$ cat config.mk
export PLATFORM = sky130hd
export DESIGN_NAME = mac_layer1_scheduler
export DESIGN_NICKNAME = d
export VERILOG_FILES = /design/src/rtl/mac_layer1_scheduler_pkg.sv /design/src/rtl/mac_layer1_scheduler_membrane_update.sv /design/src/rtl/mac_layer1_scheduler.sv
export SDC_FILE = /design/constraint.sdc
export NUM_CORES = 1
export LEC_CHECK = 0
export CORE_AREA = 8 8 182 184
export CTS_BUF_LIST = sky130_fd_sc_hd__clkbuf_4 sky130_fd_sc_hd__clkbuf_8
export CTS_CLUSTER_DIAMETER = 30
export DETAILED_ROUTE_END_ITERATION = 10
export DIE_AREA = 0 0 190 192
export PLACE_DENSITY_LB_ADDON = 0.15
export SLEW_MARGIN = 20
export SYNTH_ARGS = -nofsm -noshare
export SYNTH_HDL_FRONTEND = slang
export SYNTH_SLANG_ARGS = --single-unit
$ cat constraint.sdc
create_clock -name clk_i -period 4.6 [get_ports clk_i]
set_input_delay 0.92 -clock clk_i [delete_from_list [all_inputs] [get_ports clk_i]]
set_output_delay 0.92 -clock clk_i [all_outputs]
set_load 0.02 [all_outputs]
$ cat src/rtl/mac_layer1_scheduler_pkg.sv
// Shared constants and FSM encoding for the layer-1 MAC scheduler.
package mac_layer1_scheduler_pkg;

  localparam int L1_S           = 25;
  localparam int L1_WIDTH       = 8;
  localparam int L1_NUM_NEURONS = 6;
  localparam int L1_ADDR_W      = 3;
  localparam int L1_MEM_W       = 12;

  localparam logic signed [L1_MEM_W-1:0] L1_THRESH  = 12'sd100;
  localparam logic signed [L1_MEM_W-1:0] L1_SAT_MAX = {1'b0, {(L1_MEM_W-1){1'b1}}};
  localparam logic signed [L1_MEM_W-1:0] L1_SAT_MIN = {1'b1, {(L1_MEM_W-1){1'b0}}};

  typedef enum logic [2:0] {
    ST_IDLE  = 3'd0,
    ST_FETCH = 3'd1,
    ST_LOAD  = 3'd2,
    ST_EVAL  = 3'd3,
    ST_DONE  = 3'd4
  } state_e;

endpackage

$ cat src/rtl/mac_layer1_scheduler_membrane_update.sv
// Integrates one datapath result into a membrane potential: saturating add,
// threshold compare, and reset-to-zero on fire.
module mac_layer1_scheduler_membrane_update
  import mac_layer1_scheduler_pkg::*;
#(
  parameter int                       WIDTH   = L1_WIDTH,
  parameter int                       MEM_W   = L1_MEM_W,
  parameter logic signed [MEM_W-1:0]  THRESH  = L1_THRESH,
  parameter logic signed [MEM_W-1:0]  SAT_MAX = L1_SAT_MAX,
  parameter logic signed [MEM_W-1:0]  SAT_MIN = L1_SAT_MIN
) (
  input  logic signed [MEM_W-1:0] pot_i,
  input  logic signed [WIDTH-1:0] mac_out_i,
  output logic signed [MEM_W-1:0] next_pot_o,
  output logic                    fire_o
);

  logic signed [MEM_W:0]   sum_s;
  logic signed [MEM_W-1:0] sat_s;

  // One guard bit catches overflow; top two bits disagreeing means clamp.
  always_comb begin
    sum_s = {pot_i[MEM_W-1], pot_i} + {{(MEM_W+1-WIDTH){mac_out_i[WIDTH-1]}}, mac_out_i};
    if (sum_s[MEM_W] != sum_s[MEM_W-1]) begin
      if (sum_s[MEM_W]) begin
        sat_s = SAT_MIN;
      end else begin
        sat_s = SAT_MAX;
      end
    end else begin
      sat_s = sum_s[MEM_W-1:0];
    end
    fire_o = (sat_s >= THRESH);
    if (fire_o) begin
      next_pot_o = {MEM_W{1'b0}};
    end else begin
      next_pot_o = sat_s;
    end
  end

endmodule

$ cat src/rtl/mac_layer1_scheduler.sv
// Shares one layer-1 MAC+bias datapath across NUM_NEURONS neurons: per frame it
// fetches each neuron's weights, evaluates, integrates, and publishes a spike vector.
module mac_layer1_scheduler
  import mac_layer1_scheduler_pkg::*;
#(
  parameter int                      S           = L1_S,
  parameter int                      WIDTH       = L1_WIDTH,
  parameter int                      NUM_NEURONS = L1_NUM_NEURONS,
  parameter int                      ADDR_W      = L1_ADDR_W,
  parameter int                      MEM_W       = L1_MEM_W,
  parameter logic signed [MEM_W-1:0] THRESH      = L1_THRESH
) (
  input  logic                   clk_i,
  input  logic                   rst_i,
  input  logic                   start_i,
  input  logic                   clear_mem_i,
  input  logic [S-1:0]           pixels_in_i,
  output logic                   busy_o,
  output logic                   done_o,
  output logic [NUM_NEURONS-1:0] spikes_o,
  output logic                   w_rd_en_o,
  output logic [ADDR_W-1:0]      w_addr_o,
  input  logic [S*WIDTH-1:0]     w_rdata_i,
  input  logic [WIDTH-1:0]       b_rdata_i,
  output logic [S-1:0]           mac_pixels_o,
  output logic [S*WIDTH-1:0]     mac_weights_o,
  output logic [WIDTH-1:0]       mac_bias_o,
  input  logic [WIDTH-1:0]       mac_out_i
);

  localparam logic [ADDR_W-1:0]       LAST_N  = ADDR_W'(NUM_NEURONS - 1);
  localparam logic signed [MEM_W-1:0] SAT_MAX = {1'b0, {(MEM_W-1){1'b1}}};
  localparam logic signed [MEM_W-1:0] SAT_MIN = {1'b1, {(MEM_W-1){1'b0}}};

  state_e                  state_q, state_d;
  logic [ADDR_W-1:0]       n_q, n_d;
  logic signed [MEM_W-1:0] pot_q [NUM_NEURONS];
  logic signed [MEM_W-1:0] pot_d [NUM_NEURONS];
  logic [NUM_NEURONS-1:0]  acc_q, acc_d;
  logic [NUM_NEURONS-1:0]  spikes_q, spikes_d;
  logic                    busy_q, busy_d;
  logic                    done_q, done_d;
  logic                    w_rd_en_q, w_rd_en_d;
  logic [ADDR_W-1:0]       w_addr_q, w_addr_d;
  logic [S-1:0]            pix_q, pix_d;
  logic [S*WIDTH-1:0]      weights_q, weights_d;
  logic [WIDTH-1:0]        bias_q, bias_d;

  logic signed [MEM_W-1:0] pot_sel_s;
  logic signed [MEM_W-1:0] next_pot_s;
  logic                    fire_s;

  assign pot_sel_s = pot_q[n_q];

  mac_layer1_scheduler_membrane_update #(
    .WIDTH   (WIDTH),
    .MEM_W   (MEM_W),
    .THRESH  (THRESH),
    .SAT_MAX (SAT_MAX),
    .SAT_MIN (SAT_MIN)
  ) u_membrane_update (
    .pot_i      (pot_sel_s),
    .mac_out_i  ($signed(mac_out_i)),
    .next_pot_o (next_pot_s),
    .fire_o     (fire_s)
  );

  // Next-state, datapath operand and registered-output decode.
  always_comb begin
    state_d   = state_q;
    n_d       = n_q;
    pot_d     = pot_q;
    acc_d     = acc_q;
    spikes_d  = spikes_q;
    pix_d     = pix_q;
    weights_d = weights_q;
    bias_d    = bias_q;
    case (state_q)
      ST_IDLE: begin
        if (clear_mem_i) begin
          for (int i = 0; i < NUM_NEURONS; i++) begin
            pot_d[i] = {MEM_W{1'b0}};
          end
        end else begin
          pot_d = pot_q;
        end
        if (start_i) begin
          pix_d   = pixels_in_i;
          n_d     = {ADDR_W{1'b0}};
          acc_d   = {NUM_NEURONS{1'b0}};
          state_d = ST_FETCH;
        end else begin
          state_d = ST_IDLE;
        end
      end
      ST_FETCH: state_d = ST_LOAD;
      ST_LOAD: begin
        weights_d = w_rdata_i;
        bias_d    = b_rdata_i;
        state_d   = ST_EVAL;
      end
      ST_EVAL: begin
        pot_d[n_q] = next_pot_s;
        acc_d[n_q] = fire_s;
        if (n_q == LAST_N) begin
          spikes_d = acc_d;
          state_d  = ST_DONE;
        end else begin
          n_d     = n_q + {{(ADDR_W-1){1'b0}}, 1'b1};
          state_d = ST_FETCH;
        end
      end
      ST_DONE: state_d = ST_IDLE;
      default: state_d = ST_IDLE;
    endcase

    busy_d    = (state_d != ST_IDLE);
    done_d    = (state_d == ST_DONE);
    w_rd_en_d = (state_d == ST_FETCH);
    if (state_d == ST_FETCH) begin
      w_addr_d = n_d;
    end else begin
      w_addr_d = w_addr_q;
    end
  end

  // State, potentials and output registers with synchronous reset.
  always_ff @(posedge clk_i) begin
    if (rst_i) begin
      state_q   <= ST_IDLE;
      n_q       <= {ADDR_W{1'b0}};
      for (int i = 0; i < NUM_NEURONS; i++) begin
        pot_q[i] <= {MEM_W{1'b0}};
      end
      acc_q     <= {NUM_NEURONS{1'b0}};
      spikes_q  <= {NUM_NEURONS{1'b0}};
      busy_q    <= 1'b0;
      done_q    <= 1'b0;
      w_rd_en_q <= 1'b0;
      w_addr_q  <= {ADDR_W{1'b0}};
      pix_q     <= {S{1'b0}};
      weights_q <= {(S*WIDTH){1'b0}};
      bias_q    <= {WIDTH{1'b0}};
    end else begin
      state_q   <= state_d;
      n_q       <= n_d;
      pot_q     <= pot_d;
      acc_q     <= acc_d;
      spikes_q  <= spikes_d;
      busy_q    <= busy_d;
      done_q    <= done_d;
      w_rd_en_q <= w_rd_en_d;
      w_addr_q  <= w_addr_d;
      pix_q     <= pix_d;
      weights_q <= weights_d;
      bias_q    <= bias_d;
    end
  end

  assign busy_o        = busy_q;
  assign done_o        = done_q;
  assign spikes_o      = spikes_q;
  assign w_rd_en_o     = w_rd_en_q;
  assign w_addr_o      = w_addr_q;
  assign mac_pixels_o  = pix_q;
  assign mac_weights_o = weights_q;
  assign mac_bias_o    = bias_q;

endmodule

==> results of run 1 <==
-- synthesized netlist by cell type, types with 5 or more instances --
master and instances:
nor3b_1 9, dfxtp_1 329, a21o_1 5, o21ai_1 14, or3_1 5, nor2_1 67, a22oi_1 54, o31ai_1 23
o21ai_0 31, nand3b_1 5, nor3_1 11, a21oi_1 251, clkbuf_1 104, nand2_1 540, nand3_1 26, o211ai_1 5
inv_1 9, ha_1 14, a32o_1 8
-- worst paths after layout --
check / end / slack [ns]
worst min register to register: pot_q[37]$_SDFFE_PP0P_ / 0.45
worst max-delay path: pot_q[62]$_SDFFE_PP0P_ / 0.47
worst max register to register: pot_q[62]$_SDFFE_PP0P_ / 0.47
worst min-delay path: pot_q[37]$_SDFFE_PP0P_ / 0.45
-- power breakdown --
group / leakage (uW) / switching [uW] / internal (uW)
sequential: 0.00267 / 124 / 3090
combinational: 0.00340 / 1060 / 769
clock: 0.000953 / 1500 / 2630
total: 0.00702 / 2680 / 6490
-- registers in the layout (all words and copies together) (netlist names) --
name	cells
w_addr_o	3
spikes_o	6
n_q	3
busy_o	1
mac_bias_o	8
acc_q	6
w_rd_en_o	1
done_o	1
mac_weights_o	200
pot_q	72
state_q	3
mac_pixels_o	25
-- layout by cell type (no fill, tap or decap), types with 3 or more instances in the layout --
cell type / count
a21o_1: 5
a21oi_1: 251
a22o_1: 3
a22oi_1: 54
a311oi_1: 3
a32o_1: 8
and2_1: 3
and3_1: 4
buf_4: 11
bufinv_16: 14
clkbuf_4: 9
clkbuf_8: 87
clkdlybuf4s50_1: 488
clkinv_2: 12
clkinvlp_4: 10
dfxtp_1: 329
diode_2: 12
ha_1: 14
inv_1: 9
inv_6: 3
inv_8: 3
mux2i_1: 3
nand2_1: 540
nand3_1: 26
nand3b_1: 5
nor2_1: 67
nor2b_1: 3
nor3_1: 11
nor3b_1: 7
o211ai_1: 5
o21ai_0: 31
o21ai_1: 14
o31ai_1: 23
or3_1: 5
xnor2_1: 4
-- cell families (layout without fill, tap and decap cells) --
family	Yosys count	count (layout)	synth area share
simple gates	689	689	0.222
compound gates	419	419	0.199
flops	329	329	0.520
buf+inv	123	651	0.0386
fa+ha+maj	15	15	0.0154
xor+xnor	5	5	0.00346
mux	3	3	0.00237
other cells	0	12	0
-- stage by stage --
step | worst slack (ns) | hold slack [ns] | std cells
floorplan | 0.839 | 0.425 | 1583
global placement | 0.694 | 0.435 | 2367
detailed placement | 0.569 | 0.442 | 2367
CTS | 0.503 | 0.450 | 2507
global route | 0.180 | 0.464 | 2518
finish | 0.466 | 0.449 | 2519
-- final cells by class --
cell class / count / area [sq um]
Antenna cell: 12 / 30.0
Sequential cell: 329 / 6590
Timing Repair Buffer: 502 / 5020
Clock buffer: 95 / 1250
Clock inverter: 45 / 649
Multi-Input combinational cell: 1131 / 5610
Inverter: 9 / 33.8
Tap cell: 396 / 495
Fill cell: 2538 / 10500
-- routing by layer --
layer / up-vias / part of all wire / track usage
met3: 105 / 0.089 / 0.102
met4: 4 / 0.034 / 0.123
met5: - / 0.00048 / 0
met1: 6108 / 0.38 / 0.282
li1: 6316 / - / -
met2: 465 / 0.50 / 0.437
-- worst register-to-register path, stage by stage, from the launching register on --
cell and delay, ns:
dfxtp_1 0.57, and3_1 0.66, a22oi_1 0.19, nand3_1 0.12
ha_1 0.29, fa_1 0.31, nand3_1 0.16, and3b_2 0.26
o2111ai_2 0.15, o311ai_1 0.12, buf_4 0.20, or3_1 0.37
o22a_4 0.34, o31ai_1 0.30
==> flow_summary.json, run 1 <==
{
  "status": "finished clean",
  "cts_setup_buffers": 0,
  "rr_worst_depth": 13,
  "cts.clk_slew.worst_paths_ns": 0.05,
  "die_area_sq_mm": 0.0365,
  "h-tree-depth": 3,
  "path_buf_inv": 1,
  "min_from": "pot_q[37]$_SDFFE_PP0P_",
  "cts_tree": "done",
  "avgSynthCellArea_sq_um": 8.00,
  "slowest_delay_ns": 0.66,
  "setup_tns_ns": 0,
  "placementRows": 64,
  "synthTopCellsByArea": "dfxtp_1 (52%), nand2_1 (16%), a21oi_1 (9.9%), a22oi_1 (3.2%), clkbuf_1 (3.1%)",
  "power.static_leakage_uw": 0.00702,
  "clock_latency_ns": 0.60,
  "initialDrtViolationCount": 778,
  "viasPerCell": 5.16,
  "hp-class": "reg2reg",
  "startpoint_type": "flip-flop",
  "cp_slowest_cell": "and3_1",
  "fin_util": 0.652,
  "grt_antenna_before_repair": 14,
  "vias": 12998,
  "cp.depth": 13,
  "synth_edf_count": 0,
  "criticalPathCategory": "reg2reg",
  "fp.coreArea_sq_mm": 0.0302,
  "syn_area_sq_mm": 0.0127,
  "netlist.top_cell.by_area": "dfxtp_1",
  "fin_crit_sh": 0.899,
  "syn2layout_area_growth_pct": 55.3,
  "grt_pass1_vias": 12767,
  "seq_area_frac_synth": 0.520,
  "synth_cells": 1583,
  "path_cells": "and3_1 -> a22oi_1 -> nand3_1 -> ha_1 -> fa_1 -> nand3_1 -> and3b_2 -> o2111ai_2 -> o311ai_1 -> buf_4 -> or3_1 -> o22a_4 -> o31ai_1",
  "ys_types": 62,
  "num_io_pins": 490,
  "timing.rr.start": "n_q[2]$_SDFF_PP0_",
  "drt_wl_total_um": 50100,
  "holdPathStages": 2,
  "synthArstFlopShare": 0,
  "cts_buffers": 78,
  "clock_sinks": 329,
  "fmax_mhz": 242,
  "min_period_ns": 4.13,
  "drv_cap": 0,
  "hold_buffers": 0,
  "gp_congestion": 0.873,
  "grtUsageTotal": 0.259,
  "finalPower_uw": 9170,
  "wl_per_cell_um": 19.9,
  "ir_drop_v": 0.000432,
  "hold_viol_final": 0,
  "slew_viol_final": 0,
  "clk_path_buf_depth": 3,
  "ant_nets": 0,
  "powerDensity_mw_per_mm2": 466,
  "syn_nets": 1843,
  "worstMarginPinSlew_ns": 1.21,
  "final_nets": 2311,
  "start_util": 0.420,
  "dr.pass1.iters": 5,
  "cp_common_cell": "nand3_1",
  "detailed_place_hpwl_um": 35600,
  "overflow": 0,
  "crit_path_max_fanout": 33,
  "skew_ns": 0.0183,
  "yosys.area.top_type_share": 0.520,
  "post-route-cell-area_sq_mm": 0.0197,
  "cp_data_required_time_ns": 5.09,
  "place_area_sq_mm": 0.0177,
  "grt_pass1_wl_um": 74200,
  "grt_max_degree": 209,
  "fp.dieW_um": 190,
  "die_h_um": 192,
  "crit_start": "n_q[2]$_SDFF_PP0_",
  "rsz0062_at_grt": "no",
  "ys_seq_elements": 329,
  "finalSetupViolCount": 0,
  "cp_top_family": "simple AND/OR/NAND/NOR gates",
  "drive_gt1_frac": 0.0810,
  "drc": 0,
  "io_buffers": 489,
  "cts_root_buf": "clkbuf_8",
  "cts_resized": 0,
  "cp-end-kind": "flip-flop",
  "slew_headroom": 0.193,
  "cp.arrival_ns": 4.63,
  "synthFlopType": "dfxtp_1",
  "yosysWarnings": 0
}
(Power assumes the default switching activity.)
==> inputs of run 2 (changes only) <==
--- a/config.mk
+++ b/config.mk
@@ -5,12 +5,12 @@
 export SDC_FILE = /design/constraint.sdc
 export NUM_CORES = 1
 export LEC_CHECK = 0
-export CORE_AREA = 8 8 182 184
+export CORE_AREA = 2 2 192 194
 export CTS_BUF_LIST = sky130_fd_sc_hd__clkbuf_4 sky130_fd_sc_hd__clkbuf_8
 export CTS_CLUSTER_DIAMETER = 30
 export DETAILED_ROUTE_END_ITERATION = 10
-export DIE_AREA = 0 0 190 192
-export PLACE_DENSITY_LB_ADDON = 0.15
+export DIE_AREA = 0 0 194 196
+export PLACE_DENSITY = 0.67
 export SLEW_MARGIN = 20
 export SYNTH_ARGS = -nofsm -noshare
 export SYNTH_HDL_FRONTEND = slang
==> run 2 against run 1 <==
Cell count grew 2.8%; via count shrank 1.4%; clock skew grew 0.017 ns; largest cell class unchanged; critical endpoint is now pot_q[50]$_SDFFE_PP0P_; non-clock buffer count grew 1; sequential share of layout area shrank 0.19 points.
==> flow_summary.json, run 2 (synthesis gave the netlist of run 1 again) <==
{
  "status": "finished clean",
  "powerDensity_mw_per_mm2": 465,
  "drc": 0,
  "final_common_cell": "nand2_1",
  "syn2layout_area_growth_pct": 56.2,
  "slowest_delay_ns": 0.63,
  "skew_ns": 0.0356,
  "start_util": 0.351,
  "gp_congestion": 0.869,
  "grt_pass1_wl_um": 70300,
  "cp_data_required_time_ns": 5.11,
  "setup_tns_ns": 0,
  "cts_root_buf": "clkbuf_8",
  "multiInputGateArea_sq_mm": 0.00561,
  "clk_path_buf_depth": 3,
  "min_period_ns": 4.15,
  "path_cells": "and3_1 -> a22oi_1 -> nand3_1 -> ha_1 -> fa_1 -> nand3_1 -> and3b_2 -> o2111ai_2 -> o311ai_1 -> buf_4 -> or3_1 -> o22a_4 -> o31ai_1",
  "fillCellCount": 3324,
  "cp-end-kind": "flip-flop",
  "cts_buffers": 81,
  "fp.coreArea_sq_mm": 0.0361,
  "grt_antenna_before_repair": 4,
  "drt_wl_total_um": 46400,
  "grtUsageTotal": 0.234,
  "ant_nets": 0,
  "viasPerCell": 4.95,
  "cts_setup_buffers": 0,
  "cp_common_cell": "nand3_1",
  "drive_gt1_frac": 0.0836,
  "cp_slowest_cell": "and3_1",
  "die_h_um": 196,
  "fin_util": 0.548,
  "grt_max_degree": 207,
  "overflow": 0,
  "clock_sinks": 329,
  "die_area_sq_mm": 0.0380,
  "cts_tree": "done",
  "detailed_place_hpwl_um": 32000,
  "clock_latency_ns": 0.62,
  "drv_cap": 0,
  "crit_path_max_fanout": 33,
  "timing.rr.start": "n_q[2]$_SDFF_PP0_",
  "worstMarginPinSlew_ns": 1.09,
  "final_cells": 2589,
  "startpoint_type": "flip-flop",
  "criticalPathCategory": "reg2reg",
  "cts.clk_slew.worst_paths_ns": 0.06,
  "initialDrtViolationCount": 697,
  "power.static_leakage_uw": 0.00704,
  "wl_per_cell_um": 17.9,
  "cp.arrival_ns": 4.66,
  "num_io_pins": 490,
  "dr.pass1.iters": 5,
  "dp.cells": 2440,
  "fmax_mhz": 241,
  "fp.dieW_um": 194,
  "hp-class": "reg2reg",
  "slew_viol_final": 0,
  "io_buffers": 489,
  "final_nets": 2315,
  "worst_hold_slack_ns": 0.448,
  "slew_headroom": 0.275,
  "seq_area_sq_mm": 0.00659,
  "fin_crit_sh": 0.902,
  "crit_start": "n_q[2]$_SDFF_PP0_",
  "finalSetupViolCount": 0,
  "hold_viol_final": 0,
  "placementRows": 70,
  "min_from": "pot_q[36]$_SDFFE_PP0P_",
  "ir_drop_v": 0.000451,
  "grt_pass1_vias": 12442,
  "final_cell_mix": "nand2_1 (540), clkdlybuf4s50_1 (488), dfxtp_1 (329), a21oi_1 (251), clkbuf_8 (88)",
  "largest_register_ffs": 200,
  "h-tree-depth": 3,
  "vias": 12817,
  "rsz0062_at_grt": "no",
  "hold_buffers": 0,
  "cts_resized": 0
}
run 2: worst paths after layout:
kind | cells after the start | endpoint | slack, ns
max | 13 | pot_q[50]$_SDFFE_PP0P_ | 0.45
min | 2 | pot_q[36]$_SDFFE_PP0P_ | 0.45
max reg2reg | 13 | pot_q[50]$_SDFFE_PP0P_ | 0.45
min reg2reg | 2 | pot_q[36]$_SDFFE_PP0P_ | 0.45
run 2: metal layers:
layer,vias to the layer above,part of all wire,GRT usage,wire [um]
met1,5931,0.40,0.274,18400
met5,-,0,0,0
met3,98,0.083,0.0803,3870
met4,0,0.034,0.109,1590
li1,6311,-,-,-
met2,477,0.49,0.386,22500
run 2: power breakdown:
group          total [uW]  internal (uW)  switching [uW]
sequential           3210           3090             125
clock                4180           2710            1470
combinational        1810            767            1040
run 2: area by class of cell:
cell class / count / area share
tap: 468 / 0.0296
antenna: 4 / 0.000506
inverter: 9 / 0.00171
clock buffer: 100 / 0.0655
clock inverter: 45 / 0.0323
timing repair buffer: 503 / 0.254
multi-input combinational: 1131 / 0.283
sequential: 329 / 0.333
run 2: per-stage QoR:
step / setup WS, ns / instance area, sq um / power, uW
after global routing: 0.189 / 19800 / 9600
after CTS: 0.461 / 19800 / 9300
after global placement: 0.698 / 17800 / 5060
after detailed placement: 0.531 / 17800 / 5080
final: 0.453 / 19800 / 9210
after floorplan: 0.839 / 12700 / 4180
run 2: worst max-delay path, delay by kind of cell (launching register included):
kind                     cells  cell delay, ns
AND/OR/NAND/NOR              5            1.54
AO/OA/AOI/OAI                5            1.15
adder cells (fa/ha/maj)      2            0.58
flip-flops                   1            0.57
buffers and inverters        1            0.20
==> inputs of run 3 (changes only) <==
--- a/config.mk
+++ b/config.mk
@@ -5,12 +5,12 @@
 export SDC_FILE = /design/constraint.sdc
 export NUM_CORES = 1
 export LEC_CHECK = 0
-export CORE_AREA = 2 2 192 194
+export CORE_AREA = 2 2 190 192
 export CTS_BUF_LIST = sky130_fd_sc_hd__clkbuf_4 sky130_fd_sc_hd__clkbuf_8
 export CTS_CLUSTER_DIAMETER = 30
 export DETAILED_ROUTE_END_ITERATION = 10
-export DIE_AREA = 0 0 194 196
-export PLACE_DENSITY = 0.67
+export DIE_AREA = 0 0 192 194
+export PLACE_DENSITY = 0.71
 export SLEW_MARGIN = 20
 export SYNTH_ARGS = -nofsm -noshare
 export SYNTH_HDL_FRONTEND = slang
==> constraint.sdc (replaced) <==
create_clock -name clk_i -period 3.7 [get_ports clk_i]
set_input_delay 0.74 -clock clk_i [delete_from_list [all_inputs] [get_ports clk_i]]
set_output_delay 0.74 -clock clk_i [all_outputs]
set_load 0.02 [all_outputs]
==> run 3 against run 2 <==
Flip-flop and latch count unchanged; utilization up 2.4 points; via count up 1.6%; combinational power up 26%; critical path depth up 1; clock skew down 0.012 ns; power up 26%; routed wire length down 1.2%; fmax up 17%; setup slack worse by 0.29 ns.
==> flow_summary.json, run 3 (synthesis gave the netlist of run 1 again) <==
{
  "final_nets": 2339,
  "placementRows": 69,
  "h-tree-depth": 3,
  "hold_buffers": 0,
  "dr.pass1.iters": 5,
  "ant_nets": 0,
  "hp-class": "reg2reg",
  "initialDrtViolationCount": 677,
  "grt_pass1_vias": 12995,
  "start_util": 0.360,
  "rr_worst_depth": 14,
  "place_area_sq_mm": 0.0180,
  "grt_pass1_wl_um": 70000,
  "cts.clk_slew.worst_paths_ns": 0.05,
  "r2r-end": "pot_q[4]$_SDFFE_PP0P_",
  "hold_end": "mac_weights_o[147]$_SDFFE_PP0P_",
  "drc": 0,
  "overflow": 0,
  "final_common_cell": "nand2_1",
  "worstMarginPinSlew_ns": 0.895,
  "ir_drop_v": 0.000385,
  "hold_viol_final": 0,
  "grt_antenna_before_repair": 6,
  "holdPathStages": 2,
  "vias": 13022,
  "die_h_um": 194,
  "fp.dieW_um": 192,
  "setup_tns_ns": 0,
  "fin_crit_sh": 0.957,
  "skew_ns": 0.0234,
  "cp-end-kind": "flip-flop",
  "worst_hold_slack_ns": 0.451,
  "cp.arrival_ns": 4.09,
  "power.static_leakage_uw": 0.00720,
  "cts_root_buf": "clkbuf_8",
  "cp_data_required_time_ns": 4.25,
  "crit_path_max_fanout": 9,
  "fillCellCount": 3160,
  "viasPerCell": 5.00,
  "drv_cap": 0,
  "io_buffers": 489,
  "clk_path_buf_depth": 3,
  "num_io_pins": 490,
  "fin_ws_ns": 0.160,
  "powerDensity_mw_per_mm2": 574,
  "drt_wl_total_um": 45900,
  "rrSetupSlack_ns": 0.16,
  "slew_headroom": 0.403,
  "clock_sinks": 329,
  "fin_util": 0.572,
  "syn2layout_area_growth_pct": 59.0,
  "die_area_sq_mm": 0.0372,
  "startpoint_type": "flip-flop",
  "min_from": "mac_weights_o[147]$_SDFFE_PP0P_",
  "fp.coreArea_sq_mm": 0.0352,
  "final_cell_mix": "nand2_1 (540), clkdlybuf4s50_1 (488), dfxtp_1 (326), a21oi_1 (249), clkbuf_8 (97)",
  "grtUsageTotal": 0.239,
  "largest_register_ffs": 200,
  "crit_start": "n_q[1]$_SDFF_PP0_",
  "drive_gt1_frac": 0.101,
  "fmax_mhz": 282,
  "detailed_place_hpwl_um": 31900,
  "finalSetupViolCount": 0,
  "timing.rr.start": "n_q[1]$_SDFF_PP0_",
  "clock_latency_ns": 0.61,
  "post-route-cell-area_sq_mm": 0.0201,
  "gp_congestion": 0.900,
  "min_period_ns": 3.54,
  "slew_viol_final": 0,
  "grt_max_degree": 165,
  "wl_per_cell_um": 17.6,
  "criticalPathCategory": "reg2reg",
  "cts_tree": "done",
  "pre_cts_ws_ns": -0.0165,
  "status": "finished clean",
  "cts_buffers": 81
}
==> run 3: cell type report <==
class                   count  area [sq um]  area share
flip-flops and latches    329          6590       0.327
multi-input cells        1133          5730       0.284
repair buffers            525          5220       0.259
clock buffers             105          1390      0.0689
clock inverters            38           592      0.0294
well taps                 461           577      0.0286
inverters                   9          33.8     0.00168
diodes                      5          12.5    0.000621
==> run 3: worst max-delay path by stage <==
stage	endpoint	slack, ns	depth (start not counted)
global route	pot_q[5]$_SDFFE_PP0P_	-0.0007	14
global placement	pot_q[50]$_SDFFE_PP0P_	0.08	10
CTS	pot_q[62]$_SDFFE_PP0P_	0.002	14
finish	pot_q[4]$_SDFFE_PP0P_	0.16	14
floorplan	pot_q[28]$_SDFFE_PP0P_	0.01	15
detailed placement	pot_q[62]$_SDFFE_PP0P_	-0.02	14
==> run 3: per-layer routing <==
layer,track usage,share of wire
met1,0.255,0.37
met2,0.412,0.50
met3,0.0833,0.091
met4,0.126,0.039
met5,0,0.00024
==> run 3: worst max-delay path: stages, from the launching register on <==
cell and delay [ns]:
dfxtp_2 0.39, nor2_1 0.08, and2_1 0.21, buf_4 0.17
a22oi_1 0.18, nand3_1 0.14, ha_1 0.41, nand3_1 0.16
nor4b_4 0.40, nor4_1 0.12, nor3_2 0.29, o2111ai_4 0.26
o31ai_4 0.34, buf_12 0.16, a32o_1 0.15
==> run 3: timing repair <==
action,in CTS,in global routing
gates resized for setup,3,20
cloned,0,2
pin swaps,0,6
setup buffers,0,6
endpoints found under the setup margin,20,60
endpoints found under the hold margin,0,0
==> run 3: where the power goes <==
| part | internal [uW] | switching (uW) | leakage, uW |
|---|---|---|---|
| sequential | 3840 | 154 | 0.00267 |
| clock | 3500 | 1790 | 0.00100 |
| combinational | 983 | 1290 | 0.00353 |
==> run 3: per-stage QoR <==
step,total power [uW],std cells
global placement,6290,2449
detailed placement,6330,2449
CTS,11700,2592
global route,12100,2604
finish,11600,2605
floorplan,5200,1583
